===== src/rtl/vga_sync_tracker_if.sv =====
`default_nettype none
// ============================================================================
//  Module      : vga_sync_tracker_if
//  Description : Sync bundle (hsync, vsync, display_on) feeding the tracker.
//  Revision    : 1.0 - initial release
// ============================================================================
interface vga_sync_tracker_if;
    logic hsync;
    logic vsync;
    logic display_on;

    modport master (output hsync, output vsync, output display_on);
    modport slave  (input  hsync, input  vsync, input  display_on);
endinterface
`default_nettype wire


===== src/rtl/vga_sync_tracker.sv =====
`default_nettype none
// ============================================================================
//  Module      : vga_sync_tracker
//  Description : Measures hsync/vsync timing and declares lock on a matching
//                grid; optional mismatch counter under VGA_TRACK_ERRCNT_EN.
//  Revision    : 1.0 - initial release
// ============================================================================
module vga_sync_tracker #(
    parameter int H_TOTAL     = 800,
    parameter int H_SYNC      = 96,
    parameter int V_TOTAL     = 525,
    parameter int V_SYNC      = 2,
    parameter int LOCK_FRAMES = 2
) (
    input  wire logic           clk,
    input  wire logic           rst_n,
    vga_sync_tracker_if.slave   sync_if,
    output logic                locked,
    output logic                frame_tick,
    output logic [9:0]          h_total_meas,
    output logic [9:0]          h_sync_meas,
    output logic [9:0]          v_total_meas,
    output logic [9:0]          v_sync_meas,
    output logic [7:0]          err_count
);

    localparam logic [9:0] c_h_total   = 10'(H_TOTAL);
    localparam logic [9:0] c_h_sync    = 10'(H_SYNC);
    localparam logic [9:0] c_v_total   = 10'(V_TOTAL);
    localparam logic [9:0] c_v_sync    = 10'(V_SYNC);
    localparam logic [9:0] c_h_timeout = 10'(H_TOTAL + 1);
    localparam logic [9:0] c_cnt_max   = 10'h3FF;
    localparam logic [3:0] c_lock      = 4'(LOCK_FRAMES);

    typedef enum logic [1:0] {
        ST_SEARCH = 2'd0,
        ST_TRACK  = 2'd1,
        ST_LOCKED = 2'd2
    } state_t;

    state_t     r_state, w_state_next;
    logic [3:0] r_good_cnt, w_good_next;
    logic       r_hs_d, r_vs_d;
    logic [9:0] r_h_cnt, r_v_cnt, r_vs_cnt;
    logic       r_h_valid, r_frame_err;

    logic       w_hs_rise, w_hs_fall, w_vs_rise, w_vs_fall;
    logic [9:0] w_h_inc, w_v_inc, w_vs_inc, w_v_total_cap;
    logic       w_line_bad, w_width_bad, w_frame_bad, w_vwidth_bad;
    logic       w_timeout, w_de_bad, w_mismatch;

    assign w_hs_rise = sync_if.hsync & ~r_hs_d;
    assign w_hs_fall = ~sync_if.hsync & r_hs_d;
    assign w_vs_rise = sync_if.vsync & ~r_vs_d;
    assign w_vs_fall = ~sync_if.vsync & r_vs_d;

    assign w_h_inc  = (r_h_cnt  == c_cnt_max) ? c_cnt_max : r_h_cnt  + 10'd1;
    assign w_v_inc  = (r_v_cnt  == c_cnt_max) ? c_cnt_max : r_v_cnt  + 10'd1;
    assign w_vs_inc = (r_vs_cnt == c_cnt_max) ? c_cnt_max : r_vs_cnt + 10'd1;

    // A coincident hsync rise belongs to the frame that is ending.
    assign w_v_total_cap = w_hs_rise ? w_v_inc : r_v_cnt;

    assign w_line_bad   = w_hs_rise & r_h_valid & (w_h_inc != c_h_total);
    assign w_width_bad  = w_hs_fall & (w_h_inc != c_h_sync);
    assign w_frame_bad  = w_vs_rise & (w_v_total_cap != c_v_total);
    assign w_vwidth_bad = w_vs_fall & (r_vs_cnt != c_v_sync);
    assign w_timeout    = r_h_valid & ~w_hs_rise & (r_h_cnt == c_h_timeout);
    assign w_de_bad     = (r_state == ST_LOCKED) & sync_if.display_on &
                          (sync_if.hsync | sync_if.vsync);
    assign w_mismatch   = w_line_bad | w_width_bad | w_frame_bad |
                          w_vwidth_bad | w_timeout | w_de_bad;

    always_comb begin
        w_state_next = r_state;
        w_good_next  = r_good_cnt;
        case (r_state)
            ST_SEARCH: begin
                if (w_vs_rise) begin
                    w_state_next = ST_TRACK;
                    w_good_next  = 4'd0;
                end
            end
            ST_TRACK: begin
                if (w_vs_rise) begin
                    if (!r_frame_err && !w_mismatch) begin
                        w_good_next = r_good_cnt + 4'd1;
                        if (r_good_cnt + 4'd1 == c_lock) begin
                            w_state_next = ST_LOCKED;
                        end
                    end else begin
                        w_good_next = 4'd0;
                    end
                end
            end
            ST_LOCKED: begin
                if (w_mismatch) begin
                    w_state_next = ST_TRACK;
                    w_good_next  = 4'd0;
                end
            end
            default: begin
                w_state_next = ST_SEARCH;
                w_good_next  = 4'd0;
            end
        endcase
    end

    always_ff @(posedge clk or negedge rst_n) begin
        if (!rst_n) begin
            r_state      <= ST_SEARCH;
            r_good_cnt   <= 4'd0;
            r_hs_d       <= 1'b0;
            r_vs_d       <= 1'b0;
            r_h_cnt      <= 10'd0;
            r_v_cnt      <= 10'd0;
            r_vs_cnt     <= 10'd0;
            r_h_valid    <= 1'b0;
            r_frame_err  <= 1'b0;
            locked       <= 1'b0;
            frame_tick   <= 1'b0;
            h_total_meas <= 10'd0;
            h_sync_meas  <= 10'd0;
            v_total_meas <= 10'd0;
            v_sync_meas  <= 10'd0;
        end else begin
            r_hs_d     <= sync_if.hsync;
            r_vs_d     <= sync_if.vsync;
            r_state    <= w_state_next;
            r_good_cnt <= w_good_next;
            locked     <= (w_state_next == ST_LOCKED);
            frame_tick <= w_vs_rise;

            if (w_hs_rise) begin
                r_h_cnt <= 10'd0;
                if (r_h_valid) h_total_meas <= w_h_inc;
            end else begin
                r_h_cnt <= w_h_inc;
            end
            if (w_hs_fall) h_sync_meas <= w_h_inc;

            // Entering TRACK discards the line in progress.
            if (r_state == ST_SEARCH && w_vs_rise) r_h_valid <= 1'b0;
            else if (w_hs_rise)                    r_h_valid <= 1'b1;

            if (w_vs_rise) begin
                v_total_meas <= w_v_total_cap;
                r_v_cnt      <= 10'd0;
            end else if (w_hs_rise) begin
                r_v_cnt      <= w_v_inc;
            end

            if (w_vs_rise)                          r_vs_cnt <= {9'd0, w_hs_rise};
            else if (w_hs_rise && sync_if.vsync)    r_vs_cnt <= w_vs_inc;
            if (w_vs_fall) v_sync_meas <= r_vs_cnt;

            if (w_vs_rise)       r_frame_err <= 1'b0;
            else if (w_mismatch) r_frame_err <= 1'b1;
        end
    end

`ifdef VGA_TRACK_ERRCNT_EN
    logic [7:0] r_err_cnt;
    logic       w_err_count_en;

    assign w_err_count_en = w_mismatch &
                            ((r_state == ST_LOCKED) ||
                             (r_state == ST_TRACK && r_good_cnt != 4'd0));

    always_ff @(posedge clk or negedge rst_n) begin
        if (!rst_n) begin
            r_err_cnt <= 8'd0;
        end else if (w_err_count_en && r_err_cnt != 8'hFF) begin
            r_err_cnt <= r_err_cnt + 8'd1;
        end
    end

    assign err_count = r_err_cnt;
`else
    assign err_count = 8'd0;
`endif

endmodule
`default_nettype wire


===== src/flat_wrapper.sv =====
// flat-port wrapper written by rule: the top's interface ports become plain ports
module vga_sync_tracker_flat 
#(
    parameter int H_TOTAL     = 800,
    parameter int H_SYNC      = 96,
    parameter int V_TOTAL     = 525,
    parameter int V_SYNC      = 2,
    parameter int LOCK_FRAMES = 2
)
  (clk, rst_n, locked, frame_tick, h_total_meas, h_sync_meas, v_total_meas, v_sync_meas, err_count, sync_if_hsync, sync_if_vsync, sync_if_display_on);
  vga_sync_tracker_if sync_if_i ();
  input  wire logic clk;
  input  wire logic rst_n;
  output logic locked;
  output logic frame_tick;
  output logic [9:0] h_total_meas;
  output logic [9:0] h_sync_meas;
  output logic [9:0] v_total_meas;
  output logic [9:0] v_sync_meas;
  output logic [7:0] err_count;
  input wire logic [$bits(sync_if_i.hsync)-1:0] sync_if_hsync;
  input wire logic [$bits(sync_if_i.vsync)-1:0] sync_if_vsync;
  input wire logic [$bits(sync_if_i.display_on)-1:0] sync_if_display_on;
  assign sync_if_i.hsync = sync_if_hsync;
  assign sync_if_i.vsync = sync_if_vsync;
  assign sync_if_i.display_on = sync_if_display_on;
  vga_sync_tracker #(.H_TOTAL(H_TOTAL), .H_SYNC(H_SYNC), .V_TOTAL(V_TOTAL), .V_SYNC(V_SYNC), .LOCK_FRAMES(LOCK_FRAMES)) u_core (.clk(clk), .rst_n(rst_n), .sync_if(sync_if_i), .locked(locked), .frame_tick(frame_tick), .h_total_meas(h_total_meas), .h_sync_meas(h_sync_meas), .v_total_meas(v_total_meas), .v_sync_meas(v_sync_meas), .err_count(err_count));
endmodule

===== config.mk =====
export PLATFORM = sky130hd
export DESIGN_NAME = vga_sync_tracker_flat
export DESIGN_NICKNAME = d
export VERILOG_FILES = /design/src/rtl/vga_sync_tracker_if.sv /design/src/rtl/vga_sync_tracker.sv /design/src/flat_wrapper.sv
export SDC_FILE = /design/constraint.sdc
export NUM_CORES = 1
export LEC_CHECK = 0
export ABC_AREA = 1
export ABC_CLOCK_PERIOD_IN_PS = 4350
export BUFFER_PORTS_ARGS = -buffer_cell sky130_fd_sc_hd__buf_2
export CAP_MARGIN = 15
export CORE_AREA = 2 2 85 87
export DETAILED_ROUTE_END_ITERATION = 10
export DIE_AREA = 0 0 87 89
export PLACE_DENSITY = 0.83
export SYNTH_ARGS = -nofsm -noshare
export SYNTH_HDL_FRONTEND = slang
export SYNTH_SLANG_ARGS = --single-unit

===== constraint.sdc =====
create_clock -name clk -period 4.35 [get_ports clk]
set_clock_uncertainty 0.1 [all_clocks]
set_input_delay 0.87 -clock clk [delete_from_list [all_inputs] [get_ports clk]]
set_output_delay 0.87 -clock clk [all_outputs]
set_load 0.05 [all_outputs]

==> summary.md, run 1 <==
| Metric | Value |
|---|---|
| Initial antenna violation count | 0 |
| Final core occ | 0.673 |
| Vias per cell | 5.40 |
| RSZ-0062 raised after global routing | no |
| # hold bufs at CTS | 0 |
| Final min period | 2.63 ns |
| Met3 Resource Use GR | 0.0480 |
| Initial DRC Count | 236 |
| Avg WL per Cell | 13.4 µm |
| Clock power share | 0.260 |
| Final ANT Viol Nets | 0 |
| Clock Sinks | 82 |
| End of the worst register-to-register path | u_core.r_good_cnt[1]$_DFFE_PN0P_ |
| # H-tree levels | 3 |
| Max Cap Viol | 0 |
| Final Hold Fails | 0 |
| Top delay family on crit path | simple AND/OR/NAND/NOR gates |
| Largest net degree at the start of global routing | 83 |
| Gr ovfl total | 0 |
| Crit path launch type | register |
| Synth Warn # | 0 |
| EDFF count, synth | 0 |
| Synth Area in Compound Gates | 0.101 |
| Required @ worst endpoint | 4.50 ns |
| Xor/xnor share of the synthesized area | 0.0107 |
| CP max-delay cell | dfrtp_1 |
| Avg Inst Size Synth | 8.18 µm² |
| Tot GR Track Use | 0.235 |
| GR Util met2 | 0.383 |
| Worst r2r path cells | 15 |
| Hold crit path type | reg2reg |
| Relative slew margins | 0.335 |
| Reg2reg start | u_core.r_h_cnt[0]$_DFF_PN0_ |
| Post-Synth Adder-Cell Area | 0.0213 |
| Total Nets Final | 560 |
| Die Span Y | 89 µm |
| Placer Congestion | 0.935 |
| Post-synthesis simple-gate area fraction | 0.283 |
| Arrival time at the worst endpoint | 2.78 ns |
| Peak VDD IR | 202 µV |
| Post-CTS sizing | 0 |
| I/O Buffers | 46 |
| Status | completed |
| Post-synthesis mux area share | 0 |
| Die width | 87 µm |
| Gate Count Post-Synth | 502 |
| Final period util | 0.605 |
| Vias in the first global route | 3185 |
| Sequential area share after synthesis | 0.500 |
| P&R area growth vs syn | 10.1% |
| PD cells | 402 nW/µm² |
| Asr flop ratio synth | 1.00 |
| Crit path cell chain | ha_1, nand2_2, clkinv_1, nand4_2, nand2_1, nor2_2, nand3_1, nand2_1, nand2_1, nor2_4, nand3_4, nand2_4, inv_2, nand2_1, nand2_1 |
| DRC | 0 |
| WHS Endpoint | u_core.v_sync_meas[9]$_DFFE_PN0P_ |
| Synth Cell Area | 4110 µm² |
| Met1 usage in global routing | 0.312 |
| Die Footprint | 7740 µm² |
| Sw Pwr | 0.671 mW |
| Initial core utilization | 0.611 |
| Total wire length | 8440 µm |
| Critical path fanouts, max | 17 |
| Netlist cell types | 37 |
| Yosys reg bits | 82 |
| Ports | 55 |
| Hold Startpoint | u_core.v_sync_meas[9]$_DFFE_PN0P_ |
| Total vias in the final route | 3406 |
| Clock buffer depth | 2 |
| Leak | 2.35 nW |
| N_diodes | 0 |
| Crit end category | register |
| Num rows | 30 |
| Clk Tree Root Cell | clkbuf_8 |
| HPWL after DPL | 6050 µm |
| Most frequent CP cell | nand2_1 |
| Fill count | 553 |
| Hold WS | 0.387 ns |
| TNS Setup | 0 ns |
| Post-synth top area cell | dfrtp_1 |
| Layer with the highest usage | met2 |
| Leading cell type in the layout, fill and taps excluded | nand2_1 |
| Worst Hold Depth | 2 |
| Fraction of layout cells with a size suffix above 1 | 0.162 |
| Largest family of logic cells by synthesized area | simple AND/OR/NAND/NOR gates |
| Max Slew Vio Count | 0 |
| Least-Margin Pin Slew | 0.997 ns |
| Pint | 1.15 mW |
| R2R Setup Slk | 1.72 ns |
| Worst Path Class, Setup | reg2reg |
| Most common flop cell mapped by yosys | dfrtp_1 |
| CTS tree | built |
| Clock Latency Late Sink | 0.35 ns |
| Most frequent cells in the layout | 127 x nand2_1, 82 x dfrtp_1, 56 x inv_1 |
| Top post-synthesis cells by area | dfrtp_1 50%, nand2_1 12%, inv_1 5.1%, o21ai_0 4.5%, nor2_1 4.5% |
| First-pass GRT wire length | 14300 µm |
| Core area | 6720 µm² |
| Seq pwr share | 0.491 |
| Clk slew on worst S/H paths | 0.08 ns |
| Achievable Freq | 0.380 GHz |
| Top-area cell type share of the netlist area | 0.500 |
| Setup violations, final | 0 |
| Pre-antenna DRT Iters | 5 |
| Postcts setup bufs | 0 |
| Worst stage delay on the critical path | 0.46 ns |
| Sw Share | 0.369 |
| Logic pwr share | 0.249 |
| CTS buffer count | 9 |
| Buf/Inv on CP | 2 |
## sequential cells by signal (all words and copies together) (netlist names)
register and count:
u_core.h_sync_meas 10, u_core.h_total_meas 10, u_core.r_h_cnt 10, u_core.r_v_cnt 10, u_core.r_vs_cnt 10, u_core.v_sync_meas 10, u_core.v_total_meas 10, u_core.r_good_cnt 4
u_core.r_state 2, u_core.frame_tick 1, u_core.locked 1, u_core.r_frame_err 1, u_core.r_h_valid 1, u_core.r_hs_d 1, u_core.r_vs_d 1
## metrics by stage
stage	worst slack [ns]	area (µm²)	instances	power, mW
finish	1.72	4520	631	1.82
detailed placement	1.57	4360	617	1.36
global placement	1.61	4360	617	1.35
floorplan	2.21	4130	509	1.25
global route	1.48	4520	631	1.90
CTS	1.75	4520	631	1.83
## routing by layer
metal	vias up	share of wire	wire length [µm]
met5	-	0	0
met4	0	0.015	127
met3	17	0.045	379
met2	92	0.48	4020
met1	1603	0.46	3920
li1	1694	-	-
## cell usage after synthesis, types with 7 or more instances
| master | instances |
|---|---|
| nand2_1 | 127 |
| clkbuf_1 | 9 |
| nand3_1 | 31 |
| buf_4 | 8 |
| a21oi_1 | 15 |
| o21ai_0 | 37 |
| ha_1 | 7 |
| a31oi_1 | 9 |
| inv_1 | 56 |
| dfrtp_1 | 82 |
| nor2_1 | 49 |
| nand4_1 | 10 |
## power groups by stage
stage	Sequential [mW]	Combinational [mW]	Clock (mW)
2_1_floorplan	1.06	0.189	0
3_3_place_gp	0.902	0.443	0
3_5_place_dp	0.905	0.453	0
4_1_cts	0.890	0.454	0.483
5_1_grt	0.901	0.492	0.506
6_report	0.891	0.453	0.473
## kinds of logic after synthesis
kind of cell | after synthesis
AND/OR/NAND/NOR | 250
buffers and inverters | 82
flip-flops | 82
AO/OA/AOI/OAI | 75
adder cells (fa/ha/maj) | 7
XOR/XNOR | 5
other | 1
## worst max path at each step
stage                                            from                                to  slack, ns  depth (start not counted)
after floorplan                         sync_if_hsync  u_core.r_good_cnt[0]$_DFFE_PN0P_       2.21                         13
after global placement                  sync_if_hsync  u_core.r_good_cnt[3]$_DFFE_PN0P_       1.61                         12
after detailed placement                sync_if_hsync  u_core.r_good_cnt[1]$_DFFE_PN0P_       1.57                         13
after CTS                 u_core.r_h_cnt[0]$_DFF_PN0_  u_core.r_good_cnt[1]$_DFFE_PN0P_       1.75                         15
after global routing      u_core.r_h_cnt[0]$_DFF_PN0_  u_core.r_good_cnt[3]$_DFFE_PN0P_       1.48                         15
final                     u_core.r_h_cnt[0]$_DFF_PN0_  u_core.r_good_cnt[1]$_DFFE_PN0P_       1.72                         15
## worst register-to-register path: stages, from the launching register on
cell      delay, ns
dfrtp_1        0.46
ha_1           0.25
nand2_2        0.10
clkinv_1       0.17
nand4_2        0.36
nand2_1        0.15
nor2_2         0.18
nand3_1        0.10
nand2_1        0.07
nand2_1        0.08
nor2_4         0.16
nand3_4        0.10
nand2_4        0.10
inv_2          0.06
nand2_1        0.06
nand2_1        0.04
## cell type report
class	count	area [µm²]	share of cell area
Clock buffer	9	124	0.0274
Clock inverter	5	33.8	0.00747
Inverter	63	236	0.0523
Multi-Input combinational cell	345	1740	0.384
Sequential cell	82	2050	0.454
Tap cell	80	100	0.0221
Timing Repair Buffer	47	240	0.0531
Power figures use the tool's default switching activity.
==> run 2, diff against run 1 <==
--- a/config.mk
+++ b/config.mk
@@ -5,14 +5,14 @@
 export SDC_FILE = /design/constraint.sdc
 export NUM_CORES = 1
 export LEC_CHECK = 0
-export ABC_AREA = 1
-export ABC_CLOCK_PERIOD_IN_PS = 4350
+export ABC_AREA = 0
+export ABC_CLOCK_PERIOD_IN_PS = 2700
 export BUFFER_PORTS_ARGS = -buffer_cell sky130_fd_sc_hd__buf_2
 export CAP_MARGIN = 15
-export CORE_AREA = 2 2 85 87
+export CORE_AREA = 2 2 88 90
 export DETAILED_ROUTE_END_ITERATION = 10
-export DIE_AREA = 0 0 87 89
-export PLACE_DENSITY = 0.83
+export DIE_AREA = 0 0 90 92
+export PLACE_DENSITY = 0.78
 export SYNTH_ARGS = -nofsm -noshare
 export SYNTH_HDL_FRONTEND = slang
 export SYNTH_SLANG_ARGS = --single-unit
==> constraint.sdc (replaced) <==
create_clock -name clk -period 2.7 [get_ports clk]
set_clock_uncertainty 0.1 [all_clocks]
set_input_delay 0.54 -clock clk [delete_from_list [all_inputs] [get_ports clk]]
set_output_delay 0.54 -clock clk [all_outputs]
set_load 0.05 [all_outputs]
==> summary.md, run 2 <==
| Metric | Value |
|---|---|
| Status | completed |
| Most frequent cells in the layout | 82 x dfrtp_1, 51 x nand2_1, 46 x nor2_1 |
| Synth Area in Compound Gates | 0.154 |
| Total vias in the final route | 3221 |
| Tot GR Track Use | 0.217 |
| Clk Tree Root Cell | clkbuf_8 |
| Initial DRC Count | 210 |
| Leading cell type in the layout, fill and taps excluded | dfrtp_1 |
| # hold bufs at CTS | 0 |
| # H-tree levels | 3 |
| Fill count | 664 |
| Netlist cell types | 59 |
| Total wire length | 8420 µm |
| Gate Count Post-Synth | 421 |
| Count leader, synth | dfrtp_1 |
| R2R Setup Slk | 0.24 ns |
| Largest family of logic cells by synthesized area | simple AND/OR/NAND/NOR gates |
| Final Hold Fails | 0 |
| Largest net degree at the start of global routing | 39 |
| Vias in the first global route | 3085 |
| Arrival time at the worst endpoint | 2.62 ns |
| Initial antenna violation count | 0 |
| Leak | 2.11 nW |
| Initial core utilization | 0.547 |
| Cell Count Post-Placement | 562 |
| Yosys reg bits | 82 |
| Asr flop ratio synth | 1.00 |
| Worst r2r path cells | 7 |
| Post-synthesis simple-gate area fraction | 0.210 |
| Total power | 2.86 mW |
| Hold crit path type | in2async |
| Place WS | 0.0306 ns |
| Peak VDD IR | 356 µV |
| Top-area cell type share of the netlist area | 0.504 |
| Avg WL per Cell | 14.5 µm |
| Final Non-Filler Cells | 579 |
| Most common flop cell mapped by yosys | dfrtp_1 |
| Clock Sinks | 82 |
| Max Cap Viol | 0 |
| Crit path launch type | register |
| Clk slew on worst S/H paths | 0.09 ns |
| Total Nets Final | 484 |
| Synth top cells by count | 82 x dfrtp_1, 51 x nand2_1, 46 x nor2_1, 38 x o21ai_0, 22 x a21oi_1 |
| Post-synth top area cell | dfrtp_1 |
| Die width | 90 µm |
| Vias per cell | 5.56 |
| Final ANT Viol Nets | 0 |
| Finished Cell Area | 4610 µm² |
| Top post-synthesis cells by area | dfrtp_1 50%, nand2_1 4.7%, o21ai_0 4.7%, nor2_1 4.2%, a21oi_1 2.7% |
| Post-Place Cell Area | 4420 µm² |
| Setup ws final | 0.238 ns |
| DRC | 0 |
| Xor/xnor share of the synthesized area | 0.0193 |
| PD cells | 621 nW/µm² |
| Max Slew Vio Count | 0 |
| Sequential area share after synthesis | 0.504 |
| CTS buffer count | 9 |
| Achievable Freq | 0.406 GHz |
| Hold WS | 0.0439 ns |
| Reg2reg start | u_core.r_h_cnt[0]$_DFF_PN0_ |
| Die Span Y | 92 µm |
| Pre-antenna DRT Iters | 4 |
| Worst Path Class, Setup | reg2reg |
| Setup violations, final | 0 |
| Placer Congestion | 0.900 |
| Relative slew margins | 0.658 |
| Final period util | 0.912 |
| RSZ-0062 raised after global routing | no |
| Synth Warn # | 0 |
| Post-Synth Adder-Cell Area | 0.0215 |
| End of the worst register-to-register path | u_core.r_good_cnt[3]$_DFFE_PN0P_ |
| Least-Margin Pin Slew | 0.506 ns |
| Die Footprint | 8280 µm² |
| Core area | 7450 µm² |
| Ports | 55 |
| P&R area growth vs syn | 13.2% |
| EDFF count, synth | 0 |
| Required @ worst endpoint | 2.86 ns |
| Fraction of layout cells with a size suffix above 1 | 0.212 |
| Num rows | 32 |
| First-pass GRT wire length | 14600 µm |
| Final min period | 2.46 ns |
| CTS tree | built |
| Clock Latency Late Sink | 0.35 ns |
| Final core occ | 0.619 |
| Clock buffer depth | 2 |
| Post-synthesis mux area share | 0.0473 |
| TNS Setup | 0 ns |
| Avg Inst Size Synth | 9.68 µm² |
| Crit end category | register |
| Synth Cell Area | 4070 µm² |
| N_diodes | 0 |
| I/O Buffers | 46 |
| Gr ovfl total | 0 |
| Critical path fanouts, max | 9 |
| HPWL after DPL | 6190 µm |
## run 2: where the power goes
part           total, mW  switching [mW]  leakage [nW]  internal [mW]
clock network      0.805           0.465        0.0822          0.340
registers           1.43           0.106          1.10           1.33
logic              0.627           0.458         0.927          0.170
## run 2: layer usage
| layer | global-route usage | vias up | share of wire |
|---|---|---|---|
| met5 | 0 | - | 0 |
| met2 | 0.357 | 86 | 0.47 |
| met1 | 0.295 | 1541 | 0.48 |
| met3 | 0.0296 | 11 | 0.033 |
| li1 | - | 1583 | - |
| met4 | 0.0859 | 0 | 0.014 |
## run 2: critical path, cell delays in order (launching register included)
cell and delay [ns]:
dfrtp_1 0.54, ha_2 0.33, nand3_1 0.11, mux2i_1 0.33, nand4_4 0.17, o31ai_4 0.36, a31oi_2 0.21, o221ai_1 0.22
## run 2: timing repair
| action | in CTS | in global routing |
|---|---|---|
| setup buffers | 0 | 1 |
| endpoints found under the setup margin | 0 | 7 |
| resized for setup | 0 | 2 |
## run 2: cell families after synthesis
kind of cell             Yosys count
AND/OR/NAND/NOR                  170
AO/OA/AOI/OAI                     98
flip-flops                        82
buffers and inverters             37
multiplexers                      17
XOR/XNOR                           9
adder cells (fa/ha/maj)            7
other                              1
## run 2: worst max-delay path by stage
| stage | from | to | depth (start not counted) |
|---|---|---|---|
| floorplan | u_core.r_h_cnt[0]$_DFF_PN0_ | u_core.r_frame_err$_DFFE_PN0P_ | 8 |
| global placement | sync_if_hsync | u_core.r_good_cnt[1]$_DFFE_PN0P_ | 8 |
| detailed placement | sync_if_hsync | u_core.r_good_cnt[3]$_DFFE_PN0P_ | 8 |
| CTS | u_core.r_h_cnt[0]$_DFF_PN0_ | u_core.r_good_cnt[3]$_DFFE_PN0P_ | 7 |
| global route | u_core.r_h_cnt[0]$_DFF_PN0_ | u_core.r_good_cnt[3]$_DFFE_PN0P_ | 7 |
| finish | u_core.r_h_cnt[0]$_DFF_PN0_ | u_core.r_good_cnt[3]$_DFFE_PN0P_ | 7 |
## run 2: final cells by class
| cell class | instances | area (µm²) | area share |
|---|---|---|---|
| Sequential cell | 82 | 2050 | 0.445 |
| Multi-Input combinational cell | 309 | 1880 | 0.407 |
| Timing Repair Buffer | 61 | 345 | 0.0749 |
| Tap cell | 102 | 128 | 0.0277 |
| Clock buffer | 9 | 124 | 0.0269 |
| Clock inverter | 7 | 53.8 | 0.0117 |
| Inverter | 9 | 33.8 | 0.00732 |
==> run 3, diff against run 2 <==
--- a/config.mk
+++ b/config.mk
@@ -9,10 +9,10 @@
 export ABC_CLOCK_PERIOD_IN_PS = 2700
 export BUFFER_PORTS_ARGS = -buffer_cell sky130_fd_sc_hd__buf_2
 export CAP_MARGIN = 15
-export CORE_AREA = 2 2 88 90
+export CORE_AREA = 2 2 94 96
 export DETAILED_ROUTE_END_ITERATION = 10
-export DIE_AREA = 0 0 90 92
-export PLACE_DENSITY = 0.78
+export DIE_AREA = 0 0 96 98
+export PLACE_DENSITY = 0.69
 export SYNTH_ARGS = -nofsm -noshare
 export SYNTH_HDL_FRONTEND = slang
 export SYNTH_SLANG_ARGS = --single-unit
==> summary.md, run 3 (synthesis gave the netlist of run 2 again) <==
| Metric | Value |
|---|---|
| CTS tree | built |
| Die width | 96 µm |
| Fill count | 776 |
| Arrival time at the worst endpoint | 2.61 ns |
| N_diodes | 0 |
| Total vias in the final route | 3207 |
| Clock Sinks | 82 |
| CP max-delay cell | dfrtp_1 |
| Logic pwr share | 0.222 |
| HPWL after DPL | 6180 µm |
| Fraction of layout cells with a size suffix above 1 | 0.210 |
| Relative slew margins | 0.658 |
| Sw Share | 0.349 |
| Max Cap Viol | 0 |
| Required @ worst endpoint | 2.82 ns |
| Post-Place Cell Area | 4430 µm² |
| Achievable Freq | 0.401 GHz |
| Pre-antenna DRT Iters | 4 |
| Num rows | 34 |
| PD cells | 625 nW/µm² |
| Placer Congestion | 0.916 |
| Hold crit path type | in2async |
| Max Slew Vio Count | 0 |
| Finished Cell Area | 4640 µm² |
| P&R area growth vs syn | 13.8% |
| Total power | 2.90 mW |
| Total wire length | 8450 µm |
| Clock Latency Late Sink | 0.35 ns |
| Worst Path Class, Setup | reg2reg |
| Total Nets Final | 483 |
| Final min period | 2.49 ns |
| Worst stage delay on the critical path | 0.42 ns |
| Final ANT Viol Nets | 0 |
| Setup ws final | 0.209 ns |
| Final Non-Filler Cells | 584 |
| Final period util | 0.923 |
| Initial core utilization | 0.481 |
| Worst r2r path cells | 9 |
| Pint | 1.89 mW |
| Most frequent cells in the layout | 81 x dfrtp_1, 51 x nand2_1, 46 x nor2_1 |
| Leading cell type in the layout, fill and taps excluded | dfrtp_1 |
| Clk slew on worst S/H paths | 0.08 ns |
| Place WS | 0.0638 ns |
| Ports | 55 |
| Status | completed |
| Reg2reg start | u_core.r_v_cnt[0]$_DFF_PN0_ |
| Final core occ | 0.548 |
| Clk Tree Root Cell | clkbuf_8 |
| Crit end category | register |
| I/O Buffers | 46 |
| Cell Count Post-Placement | 567 |
| Sw Pwr | 1.01 mW |
| RSZ-0062 raised after global routing | no |
| DRC | 0 |
| TNS Setup | 0 ns |
| Core area | 8470 µm² |
| CTS buffer count | 9 |
| # H-tree levels | 3 |
| Leak | 2.12 nW |
| Setup violations, final | 0 |
| Avg WL per Cell | 14.5 µm |
| End of the worst register-to-register path | u_core.r_state[0]$_DFF_PN0_ |
| Buf/Inv on CP | 1 |
| R2R Setup Slk | 0.21 ns |
| Seq pwr share | 0.493 |
| First-pass GRT wire length | 14400 µm |
| Initial DRC Count | 164 |
| Hold WS | 0.0168 ns |
| Die Span Y | 98 µm |
| Vias per cell | 5.49 |
| Final Hold Fails | 0 |
| Clock power share | 0.285 |
| Crit path launch type | register |
| Critical path fanouts, max | 5 |
| Crit path cell chain | ha_1, and4b_1, nand4_1, mux2i_1, o2111ai_1, o21ai_2, buf_4, a41o_2, a21oi_1 |
| # hold bufs at CTS | 0 |
| Least-Margin Pin Slew | 0.513 ns |
| Top delay family on crit path | compound AO/OA/AOI/OAI gates |
| Gr ovfl total | 0 |
| Die Footprint | 9410 µm² |
| Initial antenna violation count | 0 |
| Clock buffer depth | 2 |
| Vias in the first global route | 3010 |
| Tot GR Track Use | 0.194 |
| Peak VDD IR | 315 µV |
| Largest net degree at the start of global routing | 52 |
==> run 3: cell count changes in the layout (fill, tap and decap cells not counted) <==
cell        previous run  this run
buf_4                 16        14
clkbuf_8               9        11
clkinv_4               1         3
clkinvlp_4             3         1
inv_6                  2         0
buf_12                 0         1
dfrtp_1               82        81
dfrtp_2                0         1
mux2i_1                7         8
mux2i_2                1         0
==> run 3: per-layer routing <==
metal / vias to the layer above / share of wire / global-route usage
met3: 13 / 0.041 / 0.0316
met1: 1537 / 0.49 / 0.290
li1: 1573 / - / -
met4: 0 / 0.017 / 0.0813
met2: 84 / 0.46 / 0.278
met5: - / 0 / 0
==> run 3: cell type report <==
| cell class | count | area [µm²] | share of cell area |
|---|---|---|---|
| clock buffers | 11 | 151 | 0.0327 |
| well taps | 108 | 135 | 0.0291 |
| multi-input cells | 309 | 1870 | 0.404 |
| flip-flops and latches | 82 | 2050 | 0.443 |
| inverters | 9 | 33.8 | 0.00729 |
| repair buffers | 60 | 350 | 0.0756 |
| clock inverters | 5 | 38.8 | 0.00837 |
==> run 3: worst register-to-register path: cells and delay by family, from the launching register on <==
kind | cells | cell delay [ns]
adder cells (fa/ha/maj) | 1 | 0.25
AND/OR/NAND/NOR | 2 | 0.37
multiplexers | 1 | 0.36
flip-flops | 1 | 0.42
AO/OA/AOI/OAI | 4 | 0.73
buffers and inverters | 1 | 0.16
==> run 3: how the worst max path moves through the flow <==
stage / depth (start not counted) / endpoint / slack (ns) / start
global placement: 8 / u_core.r_good_cnt[1]$_DFFE_PN0P_ / 0.15 / sync_if_hsync
floorplan: 8 / u_core.r_frame_err$_DFFE_PN0P_ / 0.26 / u_core.r_h_cnt[0]$_DFF_PN0_
finish: 9 / u_core.r_state[0]$_DFF_PN0_ / 0.21 / u_core.r_v_cnt[0]$_DFF_PN0_
global route: 9 / u_core.r_state[0]$_DFF_PN0_ / 0.02 / u_core.r_v_cnt[0]$_DFF_PN0_
CTS: 7 / u_core.r_good_cnt[2]$_DFFE_PN0P_ / 0.08 / u_core.r_h_cnt[0]$_DFF_PN0_
detailed placement: 8 / u_core.r_good_cnt[1]$_DFFE_PN0P_ / 0.06 / sync_if_hsync
==> run 3: timing repair <==
item	CTS	global route
gates resized for setup	0	2
setup endpoints to repair	0	8
buffers inserted	0	1
==> run 3: power groups by stage <==
stage	Clock, mW	Sequential, mW	Combinational, mW
2_1_floorplan	0	1.64	0.298
3_3_place_gp	0	1.44	0.636
3_5_place_dp	0	1.45	0.645
4_1_cts	0.853	1.43	0.647
5_1_grt	0.912	1.44	0.700
6_report	0.825	1.43	0.643
